`config.mk`:
```
export PLATFORM = sky130hd
export DESIGN_NAME = muntjac_irq_ctrl_flat
export DESIGN_NICKNAME = d
export VERILOG_FILES = /design/src/rtl/muntjac_irq_ctrl_if.sv /design/src/rtl/muntjac_irq_ctrl.sv /design/src/flat_wrapper.sv
export SDC_FILE = /design/constraint.sdc
export NUM_CORES = 1
export LEC_CHECK = 0
export CORE_AREA = 3 3 135 137
export CTS_CLUSTER_DIAMETER = 100
export DETAILED_ROUTE_END_ITERATION = 6
export DIE_AREA = 0 0 138 140
export GPL_TIMING_DRIVEN = 0
export SLEW_MARGIN = 30
export SYNTH_ARGS = -nofsm -noshare
export SYNTH_HDL_FRONTEND = slang
export SYNTH_SLANG_ARGS = --single-unit
```
`constraint.sdc`:
```
create_clock -name clk_i -period 2.2 [get_ports clk_i]
set_clock_uncertainty 0.05 [all_clocks]
set_input_delay 0.22 -clock clk_i [delete_from_list [all_inputs] [get_ports clk_i]]
set_output_delay 0.22 -clock clk_i [all_outputs]
set_load 0.01 [all_outputs]
```
`src/rtl/muntjac_irq_ctrl_if.sv`:
```
// CSR access port and trap request handshake between the CSR/pipeline side
// (master) and the interrupt controller (slave).
interface muntjac_irq_ctrl_if;
   logic        csr_we_i;
   logic [1:0]  csr_op_i;
   logic [11:0] csr_addr_i;
   logic [63:0] csr_wdata_i;
   logic [63:0] csr_rdata_o;
   logic        csr_hit_o;
   logic        irq_valid_o;
   logic [4:0]  irq_cause_o;
   logic        irq_ack_i;

   modport master (
      output csr_we_i, csr_op_i, csr_addr_i, csr_wdata_i, irq_ack_i,
      input  csr_rdata_o, csr_hit_o, irq_valid_o, irq_cause_o
   );

   modport slave (
      input  csr_we_i, csr_op_i, csr_addr_i, csr_wdata_i, irq_ack_i,
      output csr_rdata_o, csr_hit_o, irq_valid_o, irq_cause_o
   );
endinterface

```
`src/rtl/muntjac_irq_ctrl.sv`:
```
// Machine/supervisor interrupt controller: input synchronizers, mip/mie/sip/sie
// CSRs, privilege-aware priority selection and a trap request handshake FSM.
module muntjac_irq_ctrl #(
   parameter int unsigned SYNC_STAGES = 2
) (
   input  logic        clk_i,
   input  logic        rst_ni,
   input  logic        irq_software_m_i,
   input  logic        irq_timer_m_i,
   input  logic        irq_external_m_i,
   input  logic        irq_external_s_i,
   input  logic [1:0]  prv_i,
   input  logic        status_mie_i,
   input  logic        status_sie_i,
   input  logic [63:0] mideleg_i,
   output logic [63:0] mip_o,
   output logic [63:0] mie_o,
   output logic        wfi_wakeup_o,
   muntjac_irq_ctrl_if.slave bus
);

   localparam logic [11:0] CSR_SIE = 12'h104;
   localparam logic [11:0] CSR_SIP = 12'h144;
   localparam logic [11:0] CSR_MIE = 12'h304;
   localparam logic [11:0] CSR_MIP = 12'h344;

   localparam logic [1:0] CSR_OP_READ  = 2'd0;
   localparam logic [1:0] CSR_OP_WRITE = 2'd1;
   localparam logic [1:0] CSR_OP_SET   = 2'd2;
   localparam logic [1:0] CSR_OP_CLEAR = 2'd3;

   localparam logic [1:0] PRV_U = 2'd0;
   localparam logic [1:0] PRV_S = 2'd1;
   localparam logic [1:0] PRV_M = 2'd3;

   localparam logic [63:0] MIE_MASK = 64'h0000_0000_0000_0AAA;
   localparam logic [63:0] S_MASK   = 64'h0000_0000_0000_0222;

   typedef enum logic [1:0] {IDLE, PEND, HOLDOFF} state_e;

   function automatic logic [63:0] apply_op(input logic [1:0] op, input logic [63:0] old_val,
                                            input logic [63:0] wdata);
      case (op)
         CSR_OP_WRITE: return wdata;
         CSR_OP_SET:   return old_val | wdata;
         CSR_OP_CLEAR: return old_val & ~wdata;
         default:      return old_val;
      endcase
   endfunction

   // Returns {found, code}; walks lowest priority first so the highest one wins.
   function automatic logic [4:0] pick(input logic [11:0] set);
      logic [3:0] prio [6];
      logic [4:0] result;
      prio   = '{4'd11, 4'd3, 4'd7, 4'd9, 4'd1, 4'd5};
      result = '0;
      for (int i = 5; i >= 0; i--) begin
         if (set[prio[i]]) result = {1'b1, prio[i]};
      end
      return result;
   endfunction

   // ---------------------------------------------------------------- synchronizers
   logic [3:0] irq_raw;
   logic [3:0] irq_sync;

   assign irq_raw = {irq_external_s_i, irq_external_m_i, irq_timer_m_i, irq_software_m_i};

   generate
      for (genvar gi = 0; gi < 4; gi++) begin : g_sync
         logic [SYNC_STAGES-1:0] chain_reg;
         logic [SYNC_STAGES:0]   chain_next;

         assign chain_next = {chain_reg, irq_raw[gi]};

         always_ff @(posedge clk_i) begin
            if (!rst_ni) chain_reg <= '0;
            else         chain_reg <= chain_next[SYNC_STAGES-1:0];
         end

         assign irq_sync[gi] = chain_reg[SYNC_STAGES-1];
      end
   endgenerate

   // ---------------------------------------------------------------- CSR state
   logic [63:0] mie_reg, mie_next;
   logic        ssip_reg, ssip_next;
   logic        stip_reg, stip_next;
   logic        seip_reg, seip_next;
   logic [63:0] mip;
   logic [63:0] sflop_vec;
   logic [63:0] sip_val;
   logic [63:0] sie_val;
   logic [63:0] deleg_s;
   logic        wr_en;
   logic [63:0] wr_new;

   always_comb begin
      mip       = '0;
      mip[1]    = ssip_reg;
      mip[3]    = irq_sync[0];
      mip[5]    = stip_reg;
      mip[7]    = irq_sync[1];
      mip[9]    = seip_reg | irq_sync[3];
      mip[11]   = irq_sync[2];
      // Read-modify-write of mip operates on the flops only, so a live
      // external_s level is never captured into SEIP.
      sflop_vec    = '0;
      sflop_vec[1] = ssip_reg;
      sflop_vec[5] = stip_reg;
      sflop_vec[9] = seip_reg;
   end

   assign deleg_s = mideleg_i & S_MASK;
   assign sip_val = mip & deleg_s;
   assign sie_val = mie_reg & deleg_s;

   always_comb begin
      bus.csr_hit_o   = 1'b0;
      bus.csr_rdata_o = '0;
      case (bus.csr_addr_i)
         CSR_MIP: begin bus.csr_hit_o = 1'b1; bus.csr_rdata_o = mip;     end
         CSR_MIE: begin bus.csr_hit_o = 1'b1; bus.csr_rdata_o = mie_reg; end
         CSR_SIP: begin bus.csr_hit_o = 1'b1; bus.csr_rdata_o = sip_val; end
         CSR_SIE: begin bus.csr_hit_o = 1'b1; bus.csr_rdata_o = sie_val; end
         default: ;
      endcase
   end

   assign wr_en = bus.csr_we_i && bus.csr_hit_o && (bus.csr_op_i != CSR_OP_READ);

   always_comb begin
      mie_next  = mie_reg;
      ssip_next = ssip_reg;
      stip_next = stip_reg;
      seip_next = seip_reg;
      wr_new    = '0;
      if (wr_en) begin
         case (bus.csr_addr_i)
            CSR_MIE: begin
               wr_new   = apply_op(bus.csr_op_i, mie_reg, bus.csr_wdata_i);
               mie_next = wr_new & MIE_MASK;
            end
            CSR_SIE: begin
               wr_new   = apply_op(bus.csr_op_i, sie_val, bus.csr_wdata_i);
               mie_next = (mie_reg & ~deleg_s) | (wr_new & deleg_s);
            end
            CSR_MIP: begin
               wr_new    = apply_op(bus.csr_op_i, sflop_vec, bus.csr_wdata_i);
               ssip_next = wr_new[1];
               stip_next = wr_new[5];
               seip_next = wr_new[9];
            end
            CSR_SIP: begin
               wr_new = apply_op(bus.csr_op_i, sip_val, bus.csr_wdata_i);
               if (mideleg_i[1]) ssip_next = wr_new[1];
            end
            default: ;
         endcase
      end
   end

   always_ff @(posedge clk_i) begin
      if (!rst_ni) begin
         mie_reg  <= '0;
         ssip_reg <= 1'b0;
         stip_reg <= 1'b0;
         seip_reg <= 1'b0;
      end else begin
         mie_reg  <= mie_next;
         ssip_reg <= ssip_next;
         stip_reg <= stip_next;
         seip_reg <= seip_next;
      end
   end

   assign mip_o = mip;
   assign mie_o = mie_reg;

   // ---------------------------------------------------------------- selection
   logic [11:0] pend;
   logic [11:0] cand_m;
   logic [11:0] cand_s;
   logic [11:0] cand_all;
   logic        m_en;
   logic        s_en;
   logic [4:0]  sel_m;
   logic [4:0]  sel_s;
   logic [4:0]  sel;

   assign pend     = mip[11:0] & mie_reg[11:0];
   assign m_en     = (prv_i != PRV_M) || status_mie_i;
   assign s_en     = (prv_i == PRV_U) || ((prv_i == PRV_S) && status_sie_i);
   assign cand_m   = m_en ? (pend & ~mideleg_i[11:0]) : '0;
   assign cand_s   = s_en ? (pend & mideleg_i[11:0]) : '0;
   assign cand_all = cand_m | cand_s;
   assign sel_m    = pick(cand_m);
   assign sel_s    = pick(cand_s);
   assign sel      = sel_m[4] ? sel_m : sel_s;

   assign wfi_wakeup_o = |pend;

   // ---------------------------------------------------------------- handshake FSM
   state_e     state_reg, state_next;
   logic [4:0] cause_reg, cause_next;

   always_ff @(posedge clk_i) begin
      if (!rst_ni) begin
         state_reg <= IDLE;
         cause_reg <= '0;
      end else begin
         state_reg <= state_next;
         cause_reg <= cause_next;
      end
   end

   always_comb begin
      state_next = state_reg;
      cause_next = cause_reg;
      case (state_reg)
         IDLE: begin
            if (sel[4]) begin
               state_next = PEND;
               cause_next = {1'b1, sel[3:0]};
            end
         end
         PEND: begin
            if (bus.irq_ack_i)                  state_next = HOLDOFF;
            else if (!cand_all[cause_reg[3:0]]) state_next = IDLE;
         end
         HOLDOFF: state_next = IDLE;
         default: state_next = IDLE;
      endcase
   end

   assign bus.irq_valid_o = (state_reg == PEND);
   assign bus.irq_cause_o = cause_reg;

endmodule

```
`src/flat_wrapper.sv`:
```
// flat-port wrapper written by rule: the top's interface ports become plain ports
module muntjac_irq_ctrl_flat 
#(
   parameter int unsigned SYNC_STAGES = 2
)
  (clk_i, rst_ni, irq_software_m_i, irq_timer_m_i, irq_external_m_i, irq_external_s_i, prv_i, status_mie_i, status_sie_i, mideleg_i, mip_o, mie_o, wfi_wakeup_o, bus_csr_we_i, bus_csr_op_i, bus_csr_addr_i, bus_csr_wdata_i, bus_irq_ack_i, bus_csr_rdata_o, bus_csr_hit_o, bus_irq_valid_o, bus_irq_cause_o);
  muntjac_irq_ctrl_if bus_i ();
  input  logic clk_i;
  input  logic rst_ni;
  input  logic irq_software_m_i;
  input  logic irq_timer_m_i;
  input  logic irq_external_m_i;
  input  logic irq_external_s_i;
  input  logic [1:0] prv_i;
  input  logic status_mie_i;
  input  logic status_sie_i;
  input  logic [63:0] mideleg_i;
  output logic [63:0] mip_o;
  output logic [63:0] mie_o;
  output logic wfi_wakeup_o;
  input wire logic [$bits(bus_i.csr_we_i)-1:0] bus_csr_we_i;
  input wire logic [$bits(bus_i.csr_op_i)-1:0] bus_csr_op_i;
  input wire logic [$bits(bus_i.csr_addr_i)-1:0] bus_csr_addr_i;
  input wire logic [$bits(bus_i.csr_wdata_i)-1:0] bus_csr_wdata_i;
  input wire logic [$bits(bus_i.irq_ack_i)-1:0] bus_irq_ack_i;
  output wire logic [$bits(bus_i.csr_rdata_o)-1:0] bus_csr_rdata_o;
  output wire logic [$bits(bus_i.csr_hit_o)-1:0] bus_csr_hit_o;
  output wire logic [$bits(bus_i.irq_valid_o)-1:0] bus_irq_valid_o;
  output wire logic [$bits(bus_i.irq_cause_o)-1:0] bus_irq_cause_o;
  assign bus_i.csr_we_i = bus_csr_we_i;
  assign bus_i.csr_op_i = bus_csr_op_i;
  assign bus_i.csr_addr_i = bus_csr_addr_i;
  assign bus_i.csr_wdata_i = bus_csr_wdata_i;
  assign bus_i.irq_ack_i = bus_irq_ack_i;
  assign bus_csr_rdata_o = bus_i.csr_rdata_o;
  assign bus_csr_hit_o = bus_i.csr_hit_o;
  assign bus_irq_valid_o = bus_i.irq_valid_o;
  assign bus_irq_cause_o = bus_i.irq_cause_o;
  muntjac_irq_ctrl #(.SYNC_STAGES(SYNC_STAGES)) u_core (.clk_i(clk_i), .rst_ni(rst_ni), .irq_software_m_i(irq_software_m_i), .irq_timer_m_i(irq_timer_m_i), .irq_external_m_i(irq_external_m_i), .irq_external_s_i(irq_external_s_i), .prv_i(prv_i), .status_mie_i(status_mie_i), .status_sie_i(status_sie_i), .mideleg_i(mideleg_i), .mip_o(mip_o), .mie_o(mie_o), .wfi_wakeup_o(wfi_wakeup_o), .bus(bus_i));
endmodule
```
==> results of run 1 <==
-- timing repair --
action / 4_1_cts / 5_1_grt
buffers inserted: 1 / 2
hold buffers: 0 / 0
endpoints found under the setup margin: 18 / 13
resized for setup: 39 / 15
pin swaps: 10 / 8
-- per-layer routing --
metal  wire (µm)  vias up  track usage [%]
met5           0        -                0
met4          55        0             1.14
li1            -     1392                -
met3        1050        5             2.94
met1        3620     1032             10.3
met2        3540      179             12.4
-- cells by family after synthesis --
logic type,after synthesis,share of synthesized area [%]
muxes,6,2.09
other,1,0.130
and+or+nand+nor,95,18.3
adders and majority gates,4,1.74
DFF,24,16.7
buffers and inverters,192,48.5
AOI/OAI and AO/OA,55,12.5
-- metrics by stage --
step / power, mW / hold WS (ns)
floorplan: 0.875 / 0.297
global placement: 0.970 / 0.358
detailed placement: 0.970 / 0.368
CTS: 1.36 / 0.382
global route: 1.46 / 0.396
finish: 1.38 / 0.373
-- cell usage after synthesis (2+ instances only) --
cell,count
buf_4,179
nor2_1,28
dfxtp_1,24
a21oi_1,15
a211oi_1,13
nor2b_1,9
nor3_1,9
and2_1,8
o21ai_0,8
inv_1,6
mux2i_1,6
nand2_1,6
clkbuf_1,5
nand3_1,5
ha_1,4
nand3b_1,4
or3_1,4
a31oi_1,3
nand2b_1,3
nor2_2,3
o21ai_1,3
buf_2,2
nor3b_1,2
nor4_1,2
o41ai_1,2
-- where the power goes --
group	switching [mW]	internal, mW
clock network	0.155	0.241
registers	0.00444	0.441
logic	0.248	0.288
-- worst paths after layout --
kind | start | endpoint | slack, ns | depth (start not counted)
min | rst_ni | u_core.bus.irq_cause_o[1]$_SDFFE_PN0P_ | 0.37 | 3
max reg2reg | u_core.mie_o[9]$_SDFFE_PN0P_ | u_core.state_reg[0]$_SDFFE_PN0P_ | 0.20 | 7
max | bus_csr_addr_i[10] | u_core.mie_o[7]$_SDFFE_PN0P_ | 0.08 | 7
min reg2reg | u_core.g_sync[1].chain_reg[0]$_SDFF_PN0_ | u_core.g_sync[1].chain_reg[1]$_SDFF_PN0_ | 0.38 | 1
-- tightest hold or removal path, delay by kind of cell --
kind	cells	cell delay, ns
AO/OA/AOI/OAI	1	0.05
buffers and inverters	1	0.23
AND/OR/NAND/NOR	1	0.14
-- layout make-up --
class	count	area share, %
repair buffers	63	13.4
flip-flops and latches	24	10.6
plain buffers	184	30.2
multi-input cells	334	37.4
well taps	225	6.22
clock buffers	3	1.66
inverters	6	0.497
==> results.toml, run 1 <==
[placed_design]
portBuffers = 60
dp_hpwl_um = 7210
dpl.cell_count = 835
routabilityCongestion = 0.823
detailed_place.area_mm2 = 0.00441
post-place-ws_ns = -0.684

[synth]
ys_seq_elements = 24
synthesis.area_per_instance_um2 = 7.62
yosysWarnings = 0
yosysSeqAreaShare_pct = 16.7
synth-async-reset-ratio_pct = 0
synth-edff-count = 0
synth_top_area_share_pct = 46.8
top_area_cells_in_the_synthesized_netlist = "buf_4 47%, dfxtp_1 17%, nor2_1 3.7%"
synth_top_flop_cell = "dfxtp_1"
syn_inst = 377
synth_largest_area_cell = "buf_4"
synth.cell_area_mm2 = 0.00287
cell_variety_after_synth = 49

[worst_setup_path]
crit_path_max_cell_delay_ns = 0.56
cp-start-kind = "primary input"
timing.setup.critical_path_class = "in2reg"
critPathArrivalTime_ns = 2.22
crit_buf_inv = 1
crit_chain = "clkdlybuf4s15_1 -> or3b_4 -> or3_4 -> or4_4 -> or2_4 -> o21ai_2 -> nor2_1"
path_max_fanout = 7
slowest_stage = "or4_4"
crit_end_category = "register"
critical-path-top-delay-family = "simple AND/OR/NAND/NOR gates"
required_time_of_the_critical_path_ns = 2.30

[grt]
grt_use_total_pct = 7.77
first_global_vias = 2200
grt_start_max_net_pins = 13
grt_pass1_wl_um = 12200
antenna_found_initial = 0
grt_overflow = 0

[finish]
area.growth.synth_to_final_pct = 57.6
largest_reg_flops = 8
antenna-diode-count = 0
multi_input_comb_area_mm2 = 0.00170
finalNetCount = 774
final_standard_cell_area_without_fillers_mm2 = 0.00453
final_common_cell = "buf_4"
instances_no_fill = 839
final_layout_size_suffix_gt1_share_pct = 34.2
commonest_cells_after_routing_fill_and_taps_aside = "182 x buf_4, 174 x conb_1, 42 x clkdlybuf4s50_1"
regArea_um2 = 480
final_util_pct = 26.4
filler_cell_count = 1883

[run]
cap_violations = 0

[timing]
final-hold-violation-count = 0
timing.setup.tns_ns = 0
max_slew_margin_pct = 59.0
final_cycle_share_pct = 96.5
max_slew.worst_pin.slew_ns = 0.615
post-route-worst-setup-slack_ns = 0.0760
timing.final.crit_period_ns = 2.12
clock.fmax_mhz = 471
setup_viol_count_final = 0
rsz_0062_raised_after_global_routing = "no"
timing.final.max_slew_violations = 0

[power_and_ir_drop]
leakage_power_summed_over_all_cells_nw = 2.41
power.density_cell_area_mw_per_mm2 = 304
vdd.ir_drop.worst_v = 0.000324

[route]
drt-initial-drc-count = 92
drt-vias-per-instance = 3.11
drt.antenna.violating_nets = 0
wl_um = 8270
routed_wire_length_per_instance_um = 9.86
drc = 0
detail_route.first_pass.iterations = 4
detailroute.via_count = 2608

[clocking]
clkLatencyLatePin_ns = 0.25
path_clk_slew_ns = 0.06
h_tree_depth_reported_by_cts = 1
cts.sinks = 24
tritoncts = "built"
max-clock-path-buffers = 2
cts_inserted_buffers = 3
cts-root-buf = "clkbuf_16"

[floorplanning]
top_level_ports = 354
start_util_pct = 16.7
dieHeight_um = 140
num_rows = 48
die-area_mm2 = 0.0193
die_width_um = 138
floorplan.core_area_mm2 = 0.0172

[status]
result_of_the_run = "finished clean"

[hold_path]
hold_path.class = "in2reg"
Power figures use the tool's default switching activity.
==> inputs of run 2 (changes only) <==
--- a/config.mk
+++ b/config.mk
@@ -10,6 +10,7 @@
 export DETAILED_ROUTE_END_ITERATION = 6
 export DIE_AREA = 0 0 138 140
 export GPL_TIMING_DRIVEN = 0
+export SKIP_LAST_GASP = 1
 export SLEW_MARGIN = 30
 export SYNTH_ARGS = -nofsm -noshare
 export SYNTH_HDL_FRONTEND = slang
==> results.toml, run 2 (synthesis results as in run 1) <==
[finish]
filler_cell_count = 1882
largest_reg_flops = 8
final_common_cell = "buf_4"
final_layout_size_suffix_gt1_share_pct = 34.0
area.growth.synth_to_final_pct = 57.6
commonest_cells_after_routing_fill_and_taps_aside = "182 x buf_4, 174 x conb_1, 42 x clkdlybuf4s50_1"
finalNetCount = 774
antenna-diode-count = 0

[worst_setup_path]
endpoint_of_the_most_critical_register_to_register_path = "u_core.state_reg[0]$_SDFFE_PN0P_"
path_max_fanout = 7
crit_chain = "clkdlybuf4s15_1 -> or3b_4 -> or3_4 -> or4_4 -> or2_4 -> o21ai_2 -> nor2_1"
rr_startpoint = "u_core.mie_o[9]$_SDFFE_PN0P_"
required_time_of_the_critical_path_ns = 2.30
crit_buf_inv = 1
cp-start-kind = "primary input"
critical-path-top-delay-family = "simple AND/OR/NAND/NOR gates"
worst_r2r_path_depth = 7
capture_point_of_the_worst_path = "u_core.mie_o[7]$_SDFFE_PN0P_"
critPathArrivalTime_ns = 2.22
setup.reg_to_reg.worst_slack_ns = 0.21
crit_path_max_cell_delay_ns = 0.56
slowest_stage = "or4_4"
timing.setup.critical_path_class = "in2reg"
crit_end_category = "register"
startpoint = "bus_csr_addr_i[10]"
critical_path_cell_count = 7

[timing]
final-hold-violation-count = 0
setup_viol_count_final = 0
final_cycle_share_pct = 96.5
max_slew_margin_pct = 58.8
post-route-worst-setup-slack_ns = 0.0778
timing.final.crit_period_ns = 2.12
timing.setup.tns_ns = 0
clock.fmax_mhz = 471
hold-worst-slack_ns = 0.380
max_slew.worst_pin.slew_ns = 0.618
timing.final.max_slew_violations = 0
rsz_0062_raised_after_global_routing = "no"

[clocking]
h_tree_depth_reported_by_cts = 1
tritoncts = "built"
max-clock-path-buffers = 2
cts-root-buf = "clkbuf_16"
path_clk_slew_ns = 0.06
clkLatencyLatePin_ns = 0.25
cts_inserted_buffers = 3
hold_buffers = 0
cts.sinks = 24

[floorplanning]
num_rows = 48
top_level_ports = 354
dieHeight_um = 140
die_width_um = 138
start_util_pct = 16.7
floorplan.core_area_mm2 = 0.0172
die-area_mm2 = 0.0193

[status]
result_of_the_run = "finished clean"

[grt]
grt_pass1_wl_um = 12200
grt_start_max_net_pins = 13
grt_overflow = 0
antenna_found_initial = 0
grt_use_total_pct = 7.77
first_global_vias = 2202

[power_and_ir_drop]
vdd.ir_drop.worst_v = 0.000324
finalPower_mw = 1.38
leakage_power_summed_over_all_cells_nw = 2.41
power.density_cell_area_mw_per_mm2 = 304

[placed_design]
post-place-ws_ns = -0.684
dp_hpwl_um = 7210
portBuffers = 60
routabilityCongestion = 0.823

[route]
drc = 0
drt-initial-drc-count = 92
detail_route.first_pass.iterations = 4
drt-vias-per-instance = 3.15
wl_um = 8240
detailroute.via_count = 2640
drt.antenna.violating_nets = 0
routed_wire_length_per_instance_um = 9.82

[hold_path]
hold_path.class = "reg2reg"

[run]
cap_violations = 0
-- run 2: worst min path at each step --
stage                                                  start                                        to  slack (ns)  depth (start not counted)
global placement    u_core.g_sync[1].chain_reg[0]$_SDFF_PN0_  u_core.g_sync[1].chain_reg[1]$_SDFF_PN0_        0.36                          1
floorplan                                   irq_software_m_i  u_core.g_sync[0].chain_reg[0]$_SDFF_PN0_        0.30                          1
CTS                 u_core.g_sync[1].chain_reg[0]$_SDFF_PN0_  u_core.g_sync[1].chain_reg[1]$_SDFF_PN0_        0.38                          1
detailed placement  u_core.g_sync[1].chain_reg[0]$_SDFF_PN0_  u_core.g_sync[1].chain_reg[1]$_SDFF_PN0_        0.37                          1
finish              u_core.g_sync[1].chain_reg[0]$_SDFF_PN0_  u_core.g_sync[1].chain_reg[1]$_SDFF_PN0_        0.38                          1
global route        u_core.g_sync[3].chain_reg[0]$_SDFF_PN0_  u_core.g_sync[3].chain_reg[1]$_SDFF_PN0_        0.40                          1
-- run 2: layer usage --
metal / share of wire (%) / up-vias / global-route usage [%]
met3: 13 / 5 / 2.94
met1: 44 / 1058 / 10.3
li1: - / 1391 / -
met2: 43 / 186 / 12.4
met4: 0.67 / 0 / 1.14
met5: 0 / - / 0
-- run 2: final cells by class --
| class | instances | area, µm² | share of cell area [%] |
|---|---|---|---|
| inverters | 6 | 22.5 | 0.497 |
| flip-flops and latches | 24 | 480 | 10.6 |
| well taps | 225 | 282 | 6.22 |
| clock buffers | 3 | 75.1 | 1.66 |
| plain buffers | 184 | 1370 | 30.2 |
| multi-input cells | 334 | 1700 | 37.4 |
| repair buffers | 63 | 606 | 13.4 |
-- run 2: timing repair --
item	in CTS	in global routing
buffers inserted	1	2
endpoints found under the hold margin	0	0
endpoints found under the setup margin	18	13
pin swaps	9	8
gates resized for setup	38	15
-- run 2: power breakdown --
part	internal (mW)	switching [mW]
registers	0.441	0.00446
logic	0.288	0.248
clock network	0.241	0.156
-- run 2: through the flow --
step / instances / util, % / area, µm²
3_5_place_dp: 835 / 25.7 / 4410
5_1_grt: 839 / 26.4 / 4530
3_3_place_gp: 835 / 25.7 / 4410
6_report: 839 / 26.4 / 4530
2_1_floorplan: 550 / - / 3530
4_1_cts: 838 / 26.2 / 4490
